File: config.mk
export PLATFORM = sky130hd
export DESIGN_NAME = ucdp_fifo_dnsize
export DESIGN_NICKNAME = d
export VERILOG_FILES = /design/src/rtl/ucdp_fifo_dnsize.sv
export SDC_FILE = /design/constraint.sdc
export NUM_CORES = 1
export LEC_CHECK = 0
export ABC_AREA = 1
export CORE_MARGIN = 5
export CORE_UTILIZATION = 45
export DETAILED_ROUTE_END_ITERATION = 16
export GPL_ROUTABILITY_DRIVEN = 0
export PLACE_DENSITY = 0.75
export SLEW_MARGIN = 30
export SYNTH_ARGS = -nofsm -noshare
export SYNTH_HDL_FRONTEND = slang
export SYNTH_SLANG_ARGS = --single-unit
File: constraint.sdc
create_clock -name src_clk_i -period 3.4 [get_ports src_clk_i]
set_input_delay 0.68 -clock src_clk_i [delete_from_list [all_inputs] [get_ports src_clk_i]]
set_output_delay 0.68 -clock src_clk_i [all_outputs]
set_load 0.03 [all_outputs]
File: src/rtl/ucdp_fifo_dnsize.sv
// ucdp_fifo_dnsize: pops wide words from a show-ahead sync FIFO and
// replays each one as ratio_p narrow beats on a valid/ready stream,
// least significant slice first.
//
// state | meaning
// ------+-----------------------------------------------------------
// IDLE  | no word held; pops the FIFO head as soon as it is non-empty
// SEND  | word_r held, beat cnt_r on out_data_o, out_valid_o asserted
module ucdp_fifo_dnsize #(
    parameter int dwidth_p = 32,
    parameter int ratio_p  = 4,
    parameter int owidth_p = dwidth_p / ratio_p
) (
    input  logic                src_clk_i,
    input  logic                src_rst_an_i,
    input  logic                flush_i,
    output logic                fifo_rd_en_o,
    input  logic [dwidth_p-1:0] fifo_rd_data_i,
    input  logic                fifo_rd_empty_i,
    output logic                out_valid_o,
    input  logic                out_ready_i,
    output logic [owidth_p-1:0] out_data_o,
    output logic                out_last_o
);

    localparam int cwidth_p = (ratio_p > 1) ? $clog2(ratio_p) : 1;
    localparam logic [cwidth_p-1:0] last_cnt_c = cwidth_p'(ratio_p - 1);

    if ((ratio_p < 1) || ((dwidth_p % ratio_p) != 0) || (owidth_p * ratio_p != dwidth_p)) begin : g_param_err
        $error("ucdp_fifo_dnsize: ratio_p must be >= 1 and divide dwidth_p into owidth_p slices");
    end

    typedef enum logic {
        IDLE = 1'b0,
        SEND = 1'b1
    } state_t;

    state_t                state_r;
    logic [dwidth_p-1:0]   word_r;
    logic [cwidth_p-1:0]   cnt_r;
    logic                  last_beat;
    logic                  xfer;
    logic                  pop;

    assign out_valid_o  = (state_r == SEND);
    assign last_beat    = (cnt_r == last_cnt_c);
    assign xfer         = out_valid_o & out_ready_i;
    // A new word is fetched only when nothing is held or the last slice is
    // leaving this cycle, so a reload never creates a bubble.
    assign pop          = ~fifo_rd_empty_i & ~flush_i & ((state_r == IDLE) | (xfer & last_beat));
    assign fifo_rd_en_o = pop;
    assign out_last_o   = out_valid_o & last_beat;
    assign out_data_o   = owidth_p'(word_r >> (cnt_r * owidth_p));

    // Beat sequencer: flush wins over everything, then reload, then advance.
    always_ff @(posedge src_clk_i or negedge src_rst_an_i) begin
        if (!src_rst_an_i) begin
            state_r <= IDLE;
            word_r  <= '0;
            cnt_r   <= '0;
        end else if (flush_i) begin
            state_r <= IDLE;
            cnt_r   <= '0;
        end else if (pop) begin
            state_r <= SEND;
            word_r  <= fifo_rd_data_i;
            cnt_r   <= '0;
        end else if (xfer) begin
            if (last_beat) begin
                state_r <= IDLE;
            end else begin
                cnt_r <= cnt_r + 1'b1;
            end
        end
    end

endmodule

---- Yosys cells after proc, flatten, opt, wreduce, memory -nomap -nowiden ----
Index checks and enable logic that the tools add are counted.
word-level totals
  latch bits .............................. 0
  input port bits ......................... 37
  register bits ........................... 35
  RAM bits ................................ 0
  memories kept ........................... 0
  ROM bits ................................ 0
operators by class
  multiply operators ...................... 0
  reductions and logical operators ........ 5
  order comparisons ....................... 0
  divide/modulo/power cells ............... 0
  equal/unequal tests ..................... 2
  add/subtract/negate cells ............... 1
  shift operators ......................... 1
  multiplexer cells ....................... 8
  bitwise gates (word level) .............. 9
operators with widths
  cell                                           count
  >> shifter 32 x 5 -> 8 bit                     1
  2-to-1 mux 2 bit                               4
  AND reduction 2 bit                            3
  nonzero test 3 bit                             2
  AND 1 bit                                      5
  2-to-1 mux 1 bit                               4
  inequality test 3 bit (second input constant)  1
  inverter 1 bit                                 3
  adder 2 x 1 -> 2 bit (second input constant)   1
  equality test 2 bit (second input constant)    1
  OR 1 bit                                       1

---- Depth between registers and ports, before layout ----
  depth in word-level cells ............... 6
  mapped depth ............................ 8

---- Least setup slack after synthesis ----
Ideal clock, no wire load.
  path kind ............................... reg-to-output
  start point ............................. register cnt_r[1]
  end point ............................... output out_data_o[1]
  required time ........................... 2.720 ns
  stages on the path, launching flop included .. 5
  path buffers ............................ 1
  arrival ................................. 1.452 ns
  setup slack ............................. 1.268 ns
  path through ............................ dfrtp_1 > inv_1 > buf_2 > o21ai_0 > o21ai_0
on the way
  longest elaborated chain between the ends .. 1
ends and longest elaborated chain
  element                     line  text
  from (decl)                 40    logic [cwidth_p-1:0] cnt_r;
  from (signal assigned)      72    cnt_r <= cnt_r + 1'b1;
  >> shifter 32 x 5 -> 8 bit  53    assign out_data_o = owidth_p'(word_r >> (cnt_r * owidth_p));
  to (decl)                   22    output logic [owidth_p-1:0] out_data_o,
No other way between the ends.

---- Worst setup path in the final report ----
  start point ............................. register cnt_r[0]
  end point ............................... output out_data_o[1]
Same word-level chain as after synthesis.

==> impl_metrics.tcl <==
set metrics [dict create \
    cts_tree "done" \
    crit_chain "inv_2, o21ai_0, o21ai_0, clkdlybuf4s50_1" \
    hpwl_um 2570 \
    mostFrequentLayoutCells "95 x nand2_1, 47 x clkdlybuf4s50_1, 35 x dfrtp_1, 25 x nor2_1, 19 x o21ai_0" \
    fillers 335 \
    ir_drop_mv 0.288 \
    ios 48 \
    die_h_um 71.2 \
    finalSetupTns_ps 0 \
    static-leakage-power_nw 1.11 \
    yosysWarnings 0 \
    std_cell_rows 22 \
    cts_made_buffers 5 \
    cts_resized 0 \
    final_common_cell "nand2_1" \
    synth_top_area_share_pct 51.9 \
    worst_setup_path_end_kind "output pin" \
    area_delta_synth_final_pct 33.1 \
    grt_pass1_vias 1461 \
    max_freq_mhz 347 \
    status "finished clean" \
    max_slew.worst_pin.slew_ps 436 \
    design.die.area_sq_um 5080 \
    cts_sinks 35 \
    critPathKind "reg2out" \
    nets 300 \
    whs_path_depth 2 \
    synthesis.nets 252 \
    start_util_pct 46.1 \
    netlist_area_sq_um 1690 \
    cp_max_fo 17 \
    grt_antenna_before_repair 0 \
    grt_pass1_wl_um 6300 \
    drcViolationCount 0 \
    ctsHoldBuffers 0 \
    yosysSeqAreaShare_pct 51.9 \
    die_w_um 71.2 \
    ys_top_cells_by_area "dfrtp_1 52%, nand2_1 21%, o21ai_0 5.6%, nor2_1 5.6%, nand2_2 3.7%" \
    antennaDiodeCount 0 \
    use_met1_pct 19.7 \
    async_reset_ff_share_pct 100 \
    rr_worst_depth 8 \
    antenna_left 0 \
    clk_pin_slew_ps 70 \
    hp-class "reg2reg" \
    grtUsageMet2_pct 26.2 \
    core_area_sq_um 3660 \
    cts-root-buf "clkbuf_8" \
    netlist_instances 214 \
    hold_viol_final 0 \
    drive_above_1_share_pct 9.89 \
    required_ps 2720 \
    synth_largest_area_cell "dfrtp_1" \
    grt_max_degree 36 \
    drv_cap 0 \
    synth-seq-cells 35 \
    viasPerCell 4.62 \
    clkLatencyLatePin_ps 280 \
    rsz0062_at_grt "false" \
    cp_slowest_cell "clkdlybuf4s50_1" \
    grt_usage_pct 15.6 \
    worst_ep_arrival_time_ps 2200 \
    finalWirelength_um 3760 \
    setup_slack_ps 520 \
    htreeDepth 2 \
    io_buffers 47 \
    multi_input_area_sq_um 691 \
    firstDrtPassIters 4 \
    finalCriticalPeriod_ps 2880 \
    cts_setup_buffers 0 \
    vias 1436 \
    final_max_slew_viol_count 0 \
    finClkSkew_ps 8.78 \
    synth_area_per_cell_sq_um 7.89 \
    place_ws_ps 566 \
    synth_flop_cell "dfrtp_1" \
    setup_viol 0 \
    slowest_delay_ps 730 \
    cellPowerDensity_nw_per_um2 473 \
    worst_setup_path_start_kind "flip-flop" \
    avgRoutedWirePerCell_um 12.1 \
    ys_types 19 \
    gr-total-overflow 0 \
    max_slew_margin_pct 70.9 \
    worst_path_most_repeated_cell "o21ai_0" \
    grt.busiest_layer "met2" \
    synth_edf_count 0 \
    drt-initial-drc-count 77 \
    regArea_sq_um 876 \
    cts.path.max_buffers 2 \
    met3_usage_pct 4.49 \
    finalCritPeriodShare_pct 84.7 \
]
state kept, by name, indices dropped and copies added (netlist names):
register     count
word_r          32
cnt_r            2
out_valid_o      1
cells by family after synthesis:
family	share of synthesized area, %
buf+inv	7.19
flops	51.9
compound gates	7.71
fa+ha+maj	0.741
simple gates	32.5
synthesized netlist by cell type (2+ instances only):
cell type  instances
a21oi_1            2
buf_2              2
buf_4              5
buf_6              2
dfrtp_1           35
inv_1              5
nand2_1           95
nand2_2           10
nand4_1            2
nor2_1            25
o21ai_0           19
o21ai_1            5
final timing paths:
check / slack [ps] / endpoint / from
max: 520 / out_data_o[1] / cnt_r[0]
min: 480 / word_r[15] / word_r[15]
max reg2reg: 1680 / word_r[18] / cnt_r[0]
min reg2reg: 480 / word_r[15] / word_r[15]
max in group asynchronous: 2290 / word_r[25] / src_rst_an_i
min in group asynchronous: 800 / word_r[11] / src_rst_an_i
power breakdown:
part	switching (mW)	internal, mW
combinational	0.137	0.118
clock	0.150	0.142
sequential	0.0368	0.479
stage by stage:
step	hold slack (ps)	area [sq um]	instances	power, mW	util (%)
global placement	458	2160	303	0.771	59.0
finish	477	2250	311	1.06	61.4
floorplan	384	1690	214	0.662	-
detailed placement	460	2160	303	0.777	59.0
global route	496	2250	311	1.12	61.4
CTS	480	2250	311	1.07	61.4
layer usage:
| metal | wire (um) | share of wire [%] | up-vias |
|---|---|---|---|
| met5 | 0 | 0 | - |
| met4 | 33 | 0.88 | 0 |
| met3 | 242 | 6.4 | 4 |
| met2 | 1730 | 46 | 36 |
| met1 | 1760 | 47 | 640 |
| li1 | - | - | 756 |
critical path: cells and delay by family, from the launching register on:
family	cells	cell delay [ps]
buffers and inverters	2	1010
AOI/OAI and AO/OA	2	380
DFF	1	520
layout make-up:
| class | instances | area share (%) |
|---|---|---|
| Clock buffer | 5 | 3.06 |
| Clock inverter | 3 | 0.891 |
| Inverter | 7 | 1.39 |
| Multi-Input combinational cell | 162 | 30.7 |
| Sequential cell | 35 | 39.0 |
| Tap cell | 48 | 2.67 |
| Timing Repair Buffer | 51 | 22.3 |
No activity file was read; power rests on OpenSTA's default activity.
